## config.mk

```make
export PLATFORM = sky130hd
export DESIGN_NAME = multiplex_7seg
export DESIGN_NICKNAME = d
export VERILOG_FILES = /design/src/rtl/multiplex_7seg.sv
export SDC_FILE = /design/constraint.sdc
export NUM_CORES = 1
export LEC_CHECK = 0
export ABC_AREA = 0
export CAP_MARGIN = 20
export CORE_AREA = 8 8 67 69
export CTS_CLUSTER_DIAMETER = 200
export DETAILED_ROUTE_END_ITERATION = 12
export DIE_AREA = 0 0 75 77
export DONT_BUFFER_PORTS = 1
export GPL_TIMING_DRIVEN = 0
export PLACE_DENSITY_LB_ADDON = 0.15
export SYNTH_ARGS = -nofsm -noshare
export SYNTH_HDL_FRONTEND = slang
export SYNTH_SLANG_ARGS = --single-unit
```

## constraint.sdc

```tcl
create_clock -name count -period 4.22 [get_ports count]
set_input_delay 0.633 -clock count [delete_from_list [all_inputs] [get_ports count]]
set_output_delay 0.633 -clock count [all_outputs]
set_load 0.005 [all_outputs]
```

## src/rtl/multiplex_7seg.sv

```systemverilog
// Three-digit multiplexed 7-segment driver: scans units/tens/hundreds, shows one
// coherent snapshot per frame, with leading-zero blanking, dead time and blinking.
module multiplex_7seg #(
  parameter int DIV          = 50000,
  parameter int BLINK_FRAMES = 50,
  parameter bit ACTIVE_LOW   = 1'b1
) (
  input  logic       count,
  input  logic       reset,
  input  logic [3:0] unite,
  input  logic [3:0] dizaine,
  input  logic [3:0] centaine,
  input  logic       blank_zeros,
  input  logic       blink,
  output logic [6:0] seg,
  output logic [2:0] an
);

  localparam int PW = (DIV > 2) ? $clog2(DIV) : 1;
  localparam int FW = (BLINK_FRAMES > 1) ? $clog2(BLINK_FRAMES) : 1;
  localparam logic [PW-1:0] PRESC_MAX = PW'(DIV - 1);
  localparam logic [FW-1:0] FRAME_MAX = FW'(BLINK_FRAMES - 1);

  typedef enum logic [1:0] {
    S_U = 2'd0,
    S_D = 2'd1,
    S_C = 2'd2
  } state_t;

  state_t          state_q, state_d;
  logic [PW-1:0]   presc_q, presc_d;
  logic [FW-1:0]   frame_q, frame_d;
  logic            phase_q, phase_d;
  logic [3:0]      sh_u_q, sh_u_d;
  logic [3:0]      sh_d_q, sh_d_d;
  logic [3:0]      sh_c_q, sh_c_d;
  logic            tick;

  logic [3:0]      digit;
  logic            digit_blank;
  logic            disp_off;
  logic [6:0]      seg_l;
  logic [2:0]      an_l;

  function automatic logic [6:0] seg_decode(input logic [3:0] d);
    logic [6:0] p;
    case (d)
      4'd0:    p = 7'h3F;
      4'd1:    p = 7'h06;
      4'd2:    p = 7'h5B;
      4'd3:    p = 7'h4F;
      4'd4:    p = 7'h66;
      4'd5:    p = 7'h6D;
      4'd6:    p = 7'h7D;
      4'd7:    p = 7'h07;
      4'd8:    p = 7'h7F;
      4'd9:    p = 7'h6F;
      default: p = 7'h40;
    endcase
    return p;
  endfunction

  function automatic logic [2:0] slot_onehot(input state_t s);
    logic [2:0] oh;
    case (s)
      S_U:     oh = 3'b001;
      S_D:     oh = 3'b010;
      S_C:     oh = 3'b100;
      default: oh = 3'b000;
    endcase
    return oh;
  endfunction

  assign tick = (presc_q == PRESC_MAX);

  always_comb begin
    presc_d = tick ? '0 : presc_q + PW'(1);
    state_d = state_q;
    frame_d = frame_q;
    phase_d = phase_q;
    sh_u_d  = sh_u_q;
    sh_d_d  = sh_d_q;
    sh_c_d  = sh_c_q;
    if (tick) begin
      case (state_q)
        S_U: state_d = S_D;
        S_D: state_d = S_C;
        S_C: begin
          // Frame boundary: take the snapshot and advance the blink timebase.
          state_d = S_U;
          sh_u_d  = unite;
          sh_d_d  = dizaine;
          sh_c_d  = centaine;
          if (frame_q == FRAME_MAX) begin
            frame_d = '0;
            phase_d = ~phase_q;
          end else begin
            frame_d = frame_q + FW'(1);
          end
        end
        default: state_d = S_U;
      endcase
    end
  end

  always_ff @(posedge count or posedge reset) begin
    if (reset) begin
      presc_q <= '0;
      state_q <= S_U;
      frame_q <= '0;
      phase_q <= 1'b0;
      sh_u_q  <= '0;
      sh_d_q  <= '0;
      sh_c_q  <= '0;
    end else begin
      presc_q <= presc_d;
      state_q <= state_d;
      frame_q <= frame_d;
      phase_q <= phase_d;
      sh_u_q  <= sh_u_d;
      sh_d_q  <= sh_d_d;
      sh_c_q  <= sh_c_d;
    end
  end

  always_comb begin
    digit       = sh_u_q;
    digit_blank = 1'b0;
    case (state_q)
      S_U: digit = sh_u_q;
      S_D: begin
        digit       = sh_d_q;
        digit_blank = blank_zeros && (sh_c_q == 4'd0) && (sh_d_q == 4'd0);
      end
      S_C: begin
        digit       = sh_c_q;
        digit_blank = blank_zeros && (sh_c_q == 4'd0);
      end
      default: digit = sh_u_q;
    endcase
  end

  // Reset gates the outputs directly so they go dark without waiting for an edge.
  assign disp_off = reset || (blink && phase_q);
  assign seg_l    = (disp_off || digit_blank) ? 7'h00 : seg_decode(digit);
  assign an_l     = (disp_off || (presc_q == '0)) ? 3'b000 : slot_onehot(state_q);

  assign seg = ACTIVE_LOW ? ~seg_l : seg_l;
  assign an  = ACTIVE_LOW ? ~an_l  : an_l;

endmodule

```

# Yosys cells after proc, flatten, opt, wreduce, memory -nomap -nowiden
# Memory sizes are Yosys's and may differ from the RTL's.
# Index checks and enable logic that the tools add are counted.
[classes]
n_eq_ne = 4
bitwise = 3
reduce_logical = 12
muxes = 8
add_sub_neg = 2
[op_table]
columns = ["op", "n"]
rows = [
  ["$add A16 B1 Y16 const B", 1],
  ["$eq A16 B16 Y1 const B", 1],
  ["$logic_not A16 Y1", 1],
  ["$mux W16", 1],
  ["$pmux W3 S3", 1],
  ["$logic_not A4 Y1", 2],
  ["$pmux W4 S2", 1],
  ["$mux W7", 1],
  ["$not A7 Y7", 1],
  ["$add A6 B1 Y6 const B", 1],
  ["$eq A6 B6 Y1 const B", 1],
  ["$mux W6", 1],
  ["$pmux W2 S2", 1],
  ["$logic_and A1 B1 Y1", 3],
  ["$logic_or A1 B1 Y1", 3],
  ["$mux W3", 1],
  ["$not A3 Y3", 1],
  ["$reduce_and A3 Y1", 1],
  ["$eq A2 B1 Y1 const B", 1],
  ["$eq A2 B2 Y1 const B", 1],
  ["$logic_not A2 Y1", 1],
  ["$pmux W1 S2", 1],
  ["$reduce_and A2 Y1", 1],
  ["$not A1 Y1", 1],
]
[word_totals]
in_bits = 16
regBits = 37
romBits = 112
out_inout_bits = 10
mem_count = 1
[memory_table]
columns = ["name", "words", "word_bits", "read_ports", "rd_ports_with_merged_regs", "write_ports", "line", "text"]
rows = [
  ["(name not given)", 16, 7, 1, 0, 0, "47", "case (d)"],
]

# Depth between registers and ports, before layout
[logic_depth]
ltp_word = 7
depth_mapped = 11
ltp_nobuf = 10

# Least setup slack after synthesis
# Ideal clock, no wire load.
[synth_path]
kind = "in2out"
from = "input reset"
to = "output seg[4]"
path_slack_ps = 1386
path_stages = 4
t_arrival_ps = 2201
required_time_ps = 3587
path_cell_list = "inv_1 -> nand2_1 -> a31oi_1 -> a21bo_2"
[synth_via]
elab_chain_cells = 4
[synth_rtl]
columns = ["element", "line", "text"]
rows = [
  ["start, declared", "9", "input logic reset,"],
  ["$logic_or A1 B1 Y1", "144", "assign disp_off = reset || (blink && phase_q);"],
  ["$logic_or A1 B1 Y1", "145", "assign seg_l = (disp_off || digit_blank) ? 7'h00 : seg_decode(digit);"],
  ["$mux W7", "145", ""],
  ["$not A7 Y7", "148", "assign seg = ACTIVE_LOW ? ~seg_l : seg_l;"],
  ["end, declared", "15", "output logic [6:0] seg,"],
]
# No other way between the ends.

# Final worst setup path
[layout_path]
from = "register state_q[0]"
to = "output seg[5]"
[layout_via]
elab_chain_cells = 5
[layout_rtl]
columns = ["element", "line", "text"]
rows = [
  ["start, declared", "30", "state_t state_q, state_d;"],
  ["start signal, assigned", "117", "state_q <= state_d;"],
  ["$eq A2 B2 Y1 / $eq A2 B1 Y1 (equally long branches)", "129", "case (state_q)"],
  ["$pmux W4 S2 / $pmux W1 S2 (equally long branches)", "129", ""],
  ["$mem_v2 Z16 W7 / $logic_or A1 B1 Y1 (equally long branches)", "n/a", ""],
  ["$mux W7 *", "145", ""],
  ["$not A7 Y7 *", "148", ""],
]
# Mark *: on every way between the ends. The rest lies on a longest branch, timed or not.

==> flow_summary.toml <==
[run_status]
status = "completed"

[critical_path]
regToRegEndpoint = "frame_q[2]"
crit_type = "reg2out"
crit_buf_inv = 3
r2r_start = "presc_q[0]"
setup.worst_path.end_class = "output port"
worstSetupEndpoint = "seg[5]"
cpMaxStageDelayCell = "o311ai_0"
critical_path.top_delay_family = "compound AO/OA/AOI/OAI gates"
start_kind = "flip-flop"
worstPathRequired_ps = 3590
cp.depth = 9
crit_start = "state_q[0]"
path_cells = "inv_1, ha_1, clkbuf_1, a22oi_1, a21oi_1, inv_1, ha_1, and2_1, o311ai_0"
r2r_slack_ps = 2090
cp_slowest_stage_delay_ps = 450
critical_path.max_fanout = 10
cp_data_arrival_time_ps = 2910
r2r_cells = 6

[sta]
fin_crit_ps = 3540
min_period_over_period_pct = 83.8
max_slew_margin_pct = 56.5
finalSetupTns_ps = 0
worst_slack_ps = 682
tightest_slew_ps = 652
grt_setup_unrepaired = "false"
finalClockSkew_ps = 12.9
slew_violations = 0
hold_viol = 0
fmax_mhz = 283
setup_violations = 0

[synth]
syn-num-nets = 238
synth_ff_type = "dfrtp_1"
synth-edff-count = 0
yosys_register_bits = 37
synth-simple-area-share_pct = 19.0
synth_top_family_by_area = "simple AND/OR/NAND/NOR gates"
yosysWarnings = 0
synth_compound_area_share_pct = 9.69
syn_inst = 208
synth_top_area_cell = "dfrtp_1"
async_flop_share_pct = 100
syn_avg_cell_area_um2 = 10.4
synth_mux_area_share_pct = 10.3
synth_seq_area_share_pct = 42.9
synth_xor_xnor_area_share_pct = 6.09
synthAdderAreaFrac_pct = 8.13
syn_area_mm2 = 0.00216
ys_types = 44
synthDominantCellAreaShare_pct = 42.9
synthTopCellsByArea = "dfrtp_1, mux2_2, ha_1, xor2_1, nor2_1"

[detailed_routing]
routed_via_density = 6.09
drt_pass1_iterations = 4
ant_nets = 0
wire_per_inst_um = 16.6
routed_wirelength_mm = 4.41
num_vias = 1614
drc = 0
drt_iter0_drc = 90

[power_and_ir_drop]
switching_power_mw = 0.143
combPwrFrac_pct = 5.8
peakVddDrop_mv = 0.207
cellPowerDensity_mw_per_mm2 = 284
intPower_mw = 0.517
p_leak_nw = 0.999
p_sw_share_pct = 21.6
p_seq_share_pct = 55.2
clkPwrFrac_pct = 39.0

[global_route]
grt_pass1_wl_mm = 7.38
antenna_found_initial = 0
grt_overflow = 0
grt_max_degree = 25
grt_pass1_vias = 1631
grtUsageTotal_pct = 16.0

[clock_tree]
clk_pin_slew_ps = 110
cts_sinks = 37
htreeDepth = 2
post_cts_resized = 0
hold_buffers = 0
cts_buffer_depth = 2
clock_latency_ps = 340
cts_tree = "built"
post_cts_buffers = 0
cts_made_buffers = 5
clockRootBuffer = "clkbuf_4"

[place]
io_buffers = 0
hpwl_mm = 3.35
placed_cell_area_mm2 = 0.00224
gp_congestion = 0.841
pre_cts_slack_ps = 1040

[floorplan]
die_width_um = 75
initial_core_util_pct = 61.7
num_rows = 22
die_area_mm2 = 0.00578
io_pins = 26
die_y_um = 77
core_mm2 = 0.00350

[finish]
nNetsFinal = 246
n_antenna_cell = 0
fillers = 302
finish.instance_area_mm2 = 0.00233
drive_gt1_share_pct = 17.5
syn_to_final_growth_pct = 8.01
fin_util_pct = 66.6

[run]
cap_violations = 0

[hold_path]
hold_class = "in2async"
## placed cells by master (no fill, tap or decap), drive strengths merged, types with 6 or more instances in the layout
cell type and n:
xor2 8, nor4 7, clkbuf 10, nand4 6
dfrtp 37, mux2 17, ha 14, nor3 6
nand2 12, xnor2 7, nand3 10, inv 13
nor2 17
## worst min-delay path by stage
stage,to,slack (ps),depth (start not counted)
finish,presc_q[12],260,1
global route,presc_q[11],290,1
CTS,presc_q[10],260,1
detailed placement,phase_q,470,1
global placement,phase_q,460,1
floorplan,phase_q,450,1
## metrics by stage
stage	total power, mW	cells	hold WS, ps
after floorplan	0.398	208	446
after global placement	0.405	256	464
final	0.660	265	257
after detailed placement	0.410	257	467
after global routing	0.689	265	289
after CTS	0.669	265	256
## power by group through the flow
| stage | sequential [mW] | clock (mW) | combinational (mW) |
|---|---|---|---|
| finish | 0.364 | 0.258 | 0.0381 |
| global route | 0.366 | 0.281 | 0.0428 |
| CTS | 0.364 | 0.265 | 0.0389 |
| detailed placement | 0.371 | 0 | 0.0386 |
| global placement | 0.371 | 0 | 0.0334 |
| floorplan | 0.370 | 0 | 0.0283 |
## cells by family (layout without fill, tap and decap cells)
family                     after synthesis  in the layout
muxes                                   20             20
adders and majority gates               14             14
xor gates and xnor gates                15             15
DFF                                     37             37
AOI/OAI and AO/OA                       29             29
and+or+nand+nor                         75             75
buffers and inverters                   18             27
## cell usage after synthesis (2+ instances only)
library cell,number
dfrtp_1,37
mux2_2,17
nor2_1,17
ha_1,14
inv_1,13
nand2_1,11
nand3_1,8
xor2_1,8
nor4_1,7
xnor2_1,7
nand4_1,6
nor3_1,6
o211ai_1,5
a21oi_1,4
o31ai_1,4
mux2i_1,3
o21ai_0,3
a21o_1,2
a22o_1,2
a22oi_1,2
a31oi_1,2
and2_1,2
and3_1,2
buf_6,2
clkbuf_1,2
nand3_2,2
nand3b_1,2
nor4b_1,2
## registers in the layout, summed over array words and instances (netlist names)
name	count
state_q	2
sh_u_q	4
sh_d_q	4
phase_q	1
frame_q	6
presc_q	16
sh_c_q	4
## routing by layer
| layer | track usage, % | vias up | part of all wire, % |
|---|---|---|---|
| li1 | - | 768 | - |
| met4 | 6.27 | 0 | 1.6 |
| met5 | 0 | - | 0 |
| met2 | 26.2 | 41 | 52 |
| met1 | 18.2 | 797 | 40 |
| met3 | 5.46 | 8 | 6.0 |
## worst reg2reg max path: cells and delay by family (launching register included)
| kind | cells | cell delay [ps] |
|---|---|---|
| simple gates | 3 | 820 |
| flops | 1 | 420 |
| compound gates | 1 | 320 |
| buf+inv | 1 | 210 |
| fa+ha+maj | 1 | 250 |
## final cells by class
cell class,count,area (µm²),share of cell area [%]
inverters,13,48.8,2.10
repair buffers,1,27.5,1.18
well taps,48,60.1,2.58
plain buffers,5,35.0,1.50
multi-input cells,153,1150,49.2
clock inverters,1,30.0,1.29
flip-flops and latches,37,926,39.8
clock buffers,7,55.1,2.36
Note: power is estimated with default switching activity, not from simulation.
